### src/rtl/sigmul_pkg.sv
// ---------------------------------------------------------------------------
// sigmul_pkg
// Shared widths and format constants for the significand multiplier.
//
// Contents:
//   NSIG_HALF / NSIG_SINGLE / NSIG_DOUBLE : stored-fraction widths per format
//   pw_of(nsig) : product width, 2*nsig+2 (two (nsig+1)-bit significands)
//   lo_of(nsig) : low-half width of the carry-propagate split, nsig+1
//   hi_of(nsig) : high-half width, pw_of(nsig) - lo_of(nsig)
// ---------------------------------------------------------------------------
package sigmul_pkg;

  localparam int NSIG_HALF   = 10;
  localparam int NSIG_SINGLE = 23;
  localparam int NSIG_DOUBLE = 52;

  function automatic int pw_of(input int nsig);
    return 2 * nsig + 2;
  endfunction

  // The split sits at the significand width, so the low half of the adder
  // is as wide as one multiplier operand.
  function automatic int lo_of(input int nsig);
    return nsig + 1;
  endfunction

  function automatic int hi_of(input int nsig);
    return pw_of(nsig) - lo_of(nsig);
  endfunction

endpackage

### src/rtl/sigmul_cpa_pipe_rca.sv
// ---------------------------------------------------------------------------
// rca_slice
// W-bit carry-propagate adder slice: {cout_o, sum_o} = a_i + b_i + cin_i.
// Used for both halves of the pipelined final adder.
//
// Ports:
//   a_i, b_i : W-bit addends
//   cin_i    : carry in
//   sum_o    : W-bit sum
//   cout_o   : carry out of bit W-1
// ---------------------------------------------------------------------------
module rca_slice #(
  parameter int W = 11
) (
  input  logic [W-1:0] a_i,
  input  logic [W-1:0] b_i,
  input  logic         cin_i,
  output logic [W-1:0] sum_o,
  output logic         cout_o
);

  logic [W:0] fullSum;

  // One extra bit of headroom captures the carry out of the slice.
  assign fullSum = {1'b0, a_i} + {1'b0, b_i} + {{W{1'b0}}, cin_i};
  assign sum_o   = fullSum[W-1:0];
  assign cout_o  = fullSum[W];

endmodule

### src/rtl/sigmul_cpa_pipe.sv
// ---------------------------------------------------------------------------
// sigmul_cpa_pipe
// Final carry-propagate stage of the significand multiplier. Resolves the
// redundant sum/carry pair from the 3:2 compression tree into a binary
// product through a two-stage adder split at the significand boundary.
// Stage A adds the low halves and registers the carry; stage B adds the
// high halves with that carry. Valid/ready handshakes on both sides, one
// op per cycle, two cycles of latency without back-pressure.
//
// Ports:
//   clk, rst   : rising-edge clock, asynchronous active-high reset
//   in_valid   : s_in/c_in/in_tag valid
//   in_ready   : stage accepts this cycle
//   s_in, c_in : PW-bit compressed sum/carry vectors, bit 0 aligned
//   in_tag     : sideband tag, carried through unmodified
//   out_valid  : prod/msb/out_tag valid
//   out_ready  : downstream accepts
//   prod       : (s_in + c_in) mod 2^PW
//   msb        : prod[PW-1], normalize-shift hint
//   out_tag    : tag of the op presented on prod
// ---------------------------------------------------------------------------
module sigmul_cpa_pipe
  import sigmul_pkg::*;
#(
  parameter int NSIG = NSIG_HALF,
  parameter int TAGW = 4
) (
  input  logic                    clk,
  input  logic                    rst,
  input  logic                    in_valid,
  output logic                    in_ready,
  input  logic [pw_of(NSIG)-1:0]  s_in,
  input  logic [pw_of(NSIG)-1:0]  c_in,
  input  logic [TAGW-1:0]         in_tag,
  output logic                    out_valid,
  input  logic                    out_ready,
  output logic [pw_of(NSIG)-1:0]  prod,
  output logic                    msb,
  output logic [TAGW-1:0]         out_tag
);

  localparam int PW = pw_of(NSIG);
  localparam int LO = lo_of(NSIG);
  localparam int HI = hi_of(NSIG);

  // Stage A state
  logic            validA_q, validA_d;
  logic [LO-1:0]   loSumA_q, loSumA_d;
  logic            carryA_q, carryA_d;
  logic [HI-1:0]   hiSA_q, hiSA_d;
  logic [HI-1:0]   hiCA_q, hiCA_d;
  logic [TAGW-1:0] tagA_q, tagA_d;

  // Stage B state (drives the outputs directly)
  logic            validB_q, validB_d;
  logic [PW-1:0]   prodB_q, prodB_d;
  logic            msbB_q, msbB_d;
  logic [TAGW-1:0] tagB_q, tagB_d;

  // Handshake and adder nets
  logic            advA, advB, accept;
  logic [LO-1:0]   loSum;
  logic            loCarry;
  logic [HI-1:0]   hiSum;
  logic            hiCarryUnused;

  // Each stage may move whenever the stage after it has room; in_ready is
  // a function of pipeline state only, never of in_valid.
  assign advB     = !validB_q | out_ready;
  assign advA     = !validA_q | advB;
  assign in_ready = advA;
  assign accept   = in_valid & advA;

  // Low half is summed straight off the inputs; only the result and its
  // carry are kept, so stage B never sees the raw low bits.
  rca_slice #(.W(LO)) u_rcaLo (
    .a_i    (s_in[LO-1:0]),
    .b_i    (c_in[LO-1:0]),
    .cin_i  (1'b0),
    .sum_o  (loSum),
    .cout_o (loCarry)
  );

  // The carry out of the top bit is the mod-2^PW wrap and is dropped.
  rca_slice #(.W(HI)) u_rcaHi (
    .a_i    (hiSA_q),
    .b_i    (hiCA_q),
    .cin_i  (carryA_q),
    .sum_o  (hiSum),
    .cout_o (hiCarryUnused)
  );

  // Next-state for both stages. Valid bits follow the advance rules;
  // data registers only load when a real op moves into them, so idle
  // (possibly X) input buses never reach the pipeline.
  always_comb begin
    validA_d = validA_q;
    loSumA_d = loSumA_q;
    carryA_d = carryA_q;
    hiSA_d   = hiSA_q;
    hiCA_d   = hiCA_q;
    tagA_d   = tagA_q;
    validB_d = validB_q;
    prodB_d  = prodB_q;
    msbB_d   = msbB_q;
    tagB_d   = tagB_q;

    if (advA) begin
      validA_d = in_valid;
    end
    if (accept) begin
      loSumA_d = loSum;
      carryA_d = loCarry;
      hiSA_d   = s_in[PW-1:LO];
      hiCA_d   = c_in[PW-1:LO];
      tagA_d   = in_tag;
    end

    if (advB) begin
      validB_d = validA_q;
    end
    if (advB && validA_q) begin
      prodB_d = {hiSum, loSumA_q};
      msbB_d  = hiSum[HI-1];
      tagB_d  = tagA_q;
    end
  end

  // Pipeline registers. Reset flushes everything in flight and clears the
  // output data so downstream sees a clean zero product.
  always_ff @(posedge clk or posedge rst) begin
    if (rst) begin
      validA_q <= 1'b0;
      loSumA_q <= '0;
      carryA_q <= 1'b0;
      hiSA_q   <= '0;
      hiCA_q   <= '0;
      tagA_q   <= '0;
      validB_q <= 1'b0;
      prodB_q  <= '0;
      msbB_q   <= 1'b0;
      tagB_q   <= '0;
    end else begin
      validA_q <= validA_d;
      loSumA_q <= loSumA_d;
      carryA_q <= carryA_d;
      hiSA_q   <= hiSA_d;
      hiCA_q   <= hiCA_d;
      tagA_q   <= tagA_d;
      validB_q <= validB_d;
      prodB_q  <= prodB_d;
      msbB_q   <= msbB_d;
      tagB_q   <= tagB_d;
    end
  end

  assign out_valid = validB_q;
  assign prod      = prodB_q;
  assign msb       = msbB_q;
  assign out_tag   = tagB_q;

endmodule

### config.mk
export PLATFORM = sky130hd
export DESIGN_NAME = sigmul_cpa_pipe
export DESIGN_NICKNAME = d
export VERILOG_FILES = /design/src/rtl/sigmul_pkg.sv /design/src/rtl/sigmul_cpa_pipe_rca.sv /design/src/rtl/sigmul_cpa_pipe.sv
export SDC_FILE = /design/constraint.sdc
export NUM_CORES = 1
export LEC_CHECK = 0
export CAP_MARGIN = 10
export CORE_MARGIN = 8
export CORE_UTILIZATION = 30
export CTS_CLUSTER_SIZE = 14
export DETAILED_ROUTE_END_ITERATION = 10
export GPL_ROUTABILITY_DRIVEN = 0
export PLACE_DENSITY_LB_ADDON = 0.1
export REMOVE_ABC_BUFFERS = 1
export SYNTH_ARGS = -nofsm -noshare
export SYNTH_HDL_FRONTEND = slang
export SYNTH_SLANG_ARGS = --single-unit
### constraint.sdc
create_clock -name clk -period 4.2 [get_ports clk]
set_clock_uncertainty 0.2 [all_clocks]
set_input_delay 0.84 -clock clk [delete_from_list [all_inputs] [get_ports clk]]
set_output_delay 0.84 -clock clk [all_outputs]
set_load 0.005 [all_outputs]
==> metrics <==
total number of vias approximately 2500; Post-Synthesis Cells 316; antenna viol nets, final 0; core area 10840 µm²; area of the multi-input gates 1600 µm²; DR iter-0 viols 123; Largest stage delay, worst path between 500 and 600 ps; Post-Syn Area per Cell 10.58 µm²; CTS Sinks 66; WL/cell 13.99 µm; critical setup path kind in -> out; row cnt 38; Max Clock Freq 326.3 MHz; Cell variety after synth 39; final wirelength 7.596 mm; DP HPWL around 5.6 mm; unrepaired setup endpoints after global routing no; Total GRT Usage 10.95%; status complete, no violations; IO Pins 81; TritonCTS clock tree yes; Fillers approximately 1100; FF+latch area 1652 µm²; layout cells sized above 1 13.15%; Worst VDD drop 195.7 µV; Syn. warnings 0; Bufs and invs on worst path 2; CTS clk-pin slew, worst paths 60 ps; cell family with most CP delay buffers and inverters; crit path DAT roughly 2000 ps; Worst setup EP type output port; IO buf count 80; Die Area about 15000 µm²; initial antenna violation count 0; worst slew pin tran 954.6 ps; drc violations 0; post-CTS sizing 0; clk_lat worst skew 340 ps; number of synthesized register bits 66; register area share after synthesis 49.42%; min cycle time layout 3065 ps; root buf cell clkbuf_8; setup bufs post-CTS 0; vias in the first global route about 2700; leakage power about 2.0 nW; nets@finish 473; P&R area growth vs syn 33.28%; Req. time, crit path ~3200 ps; largest net degree at the start of global routing 67; CP Launch Type input pin; total power 2.020 mW; Slew Viols, Final 0; worst hold path type reg -> reg; critical path's slowest cell clkdlybuf4s50_1; Fin. Hold Viols 0; cells along the critical path clkdlybuf4s50_1, nand3b_1, clkdlybuf4s50_1; drt via density 4.632; TritonCTS buffer count 9; die height 121.5 µm; max-cap viol count 0; synthesized area 3342 µm²; hold buffer count at CTS 0; clk buf depth 2; Slew HR 36.13%; CTS H-Tree Depth 3; CP max FO 4; first-pass iteration count of the detailed router 4; Starting Density 30.83%; Setup Viol. Count Final 0; Fin Setup TNS 0 ps; Power per Cell Area 453.5 nW/µm²; Die X around 120 µm; grt ovf 0; Final Cycle Share 72.98%; first-pass GRT wire length 12.77 mm; crit-path most repeated cell clkdlybuf4s50_1; Ant. Diodes 0
cells in the mapped netlist (all sizes together):
master	count	area share, %
nand3b	1	0.22
o2111ai	2	0.52
o21ai	19	2.8
nand4	3	0.56
or2b	1	0.22
a21bo	1	0.30
o21a	4	0.90
nand3	4	0.60
xnor2	7	1.8
a221o	1	0.30
nor2	4	0.45
or3b	1	0.26
o21bai	1	0.22
nor3	6	0.90
nand2b	4	0.75
a21oi	18	2.8
o211a	1	0.30
fa	3	1.8
a31oi	1	0.19
xor2	6	1.6
ha	20	7.5
inv	6	0.67
nand2	74	8.3
buf	12	2.1
or4	1	0.22
o211ai	5	1.4
a41oi	1	0.26
nor2b	3	0.56
and2	3	0.56
dfrtp	66	49
a22oi	1	0.22
mux2	28	9.4
and3	2	0.37
a21o	3	0.71
o31ai	3	0.67
area by class of cell:
type	instances	area share, %
Sequential cell	66	37.08
Multi-Input combinational cell	232	35.93
Timing Repair Buffer	83	18.48
Tap cell	140	3.933
Clock buffer	12	3.483
Clock inverter	4	0.5899
Inverter	6	0.5056
worst min-delay path: cells and delay by family (launching register included):
family           cells  cell delay (ps)
and+or+nand+nor      2              100
DFF                  1              340
power by group:
group | leakage [nW] | switching [mW] | internal, mW
clock | 0.0924 | 0.237 | 0.246
combinational | 1.07 | 0.289 | 0.379
sequential | 0.791 | 0.0854 | 0.784
total | 1.96 | 0.611 | 1.41
layer usage:
metal | up-vias | wire length (µm) | share of wire [%] | track usage, %
met5 | - | 0 | 0 | 0
met4 | 0 | 121 | 1.6 | 4.626
met3 | 8 | 400 | 5.3 | 3.193
met2 | 67 | 3734 | 49 | 18.76
met1 | 1182 | 3340 | 44 | 12.52
li1 | 1258 | - | - | -
layout by cell type, fill, tap and decap left out, drive strengths merged, types with 5 or more instances in the layout:
cell	count
dfrtp	66
xnor2	7
o21ai	19
a21oi	18
inv	6
mux2	28
ha	20
nor3	6
nand2	74
xor2	6
o211ai	5
clkdlybuf4s50	80
clkbuf	12
worst paths after layout:
path,start,to,slack (ps),cells after the start
setup / recovery,out_ready,in_ready,1140,3
hold / removal,loSumA_q[8],prod[8],270,2
setup reg to reg,carryA_q,prod[19],1770,8
hold reg to reg,loSumA_q[8],prod[8],270,2
max in group asynchronous,rst,hiCA_q[6],2400,3
min in group asynchronous,rst,hiSA_q[2],870,3
sequential cells by signal, indices dropped and copies added (netlist names):
name       cells
carryA_q       1
hiCA_q        11
hiSA_q        11
loSumA_q      11
out_tag        4
out_valid      1
prod          22
tagA_q         4
validA_q       1
logic make-up (layout without fill, tap and decap cells):
group / Yosys count / count (layout) / share of synthesized area, %
adder cells (fa/ha/maj): 23 / 23 / 9.285
multiplexers: 28 / 28 / 9.435
buffers and inverters: 18 / 105 / 2.771
AND/OR/NAND/NOR: 107 / 107 / 14.00
AO/OA/AOI/OAI: 61 / 61 / 11.68
XOR/XNOR: 13 / 13 / 3.407
flip-flops: 66 / 66 / 49.42
metrics by stage:
step	cells	cell area [µm²]	util, %	hold slack (ps)	setup slack (ps)
final	543	4454	41.09	265.2	1135
after global routing	543	4454	41.09	279.4	1104
after CTS	543	4454	41.09	268.8	1131
after detailed placement	527	4273	39.42	251.6	1051
after global placement	527	4273	39.42	250.3	1099
after floorplan	304	3272	-	233.1	1505
Note: power is estimated with default switching activity, not from simulation.
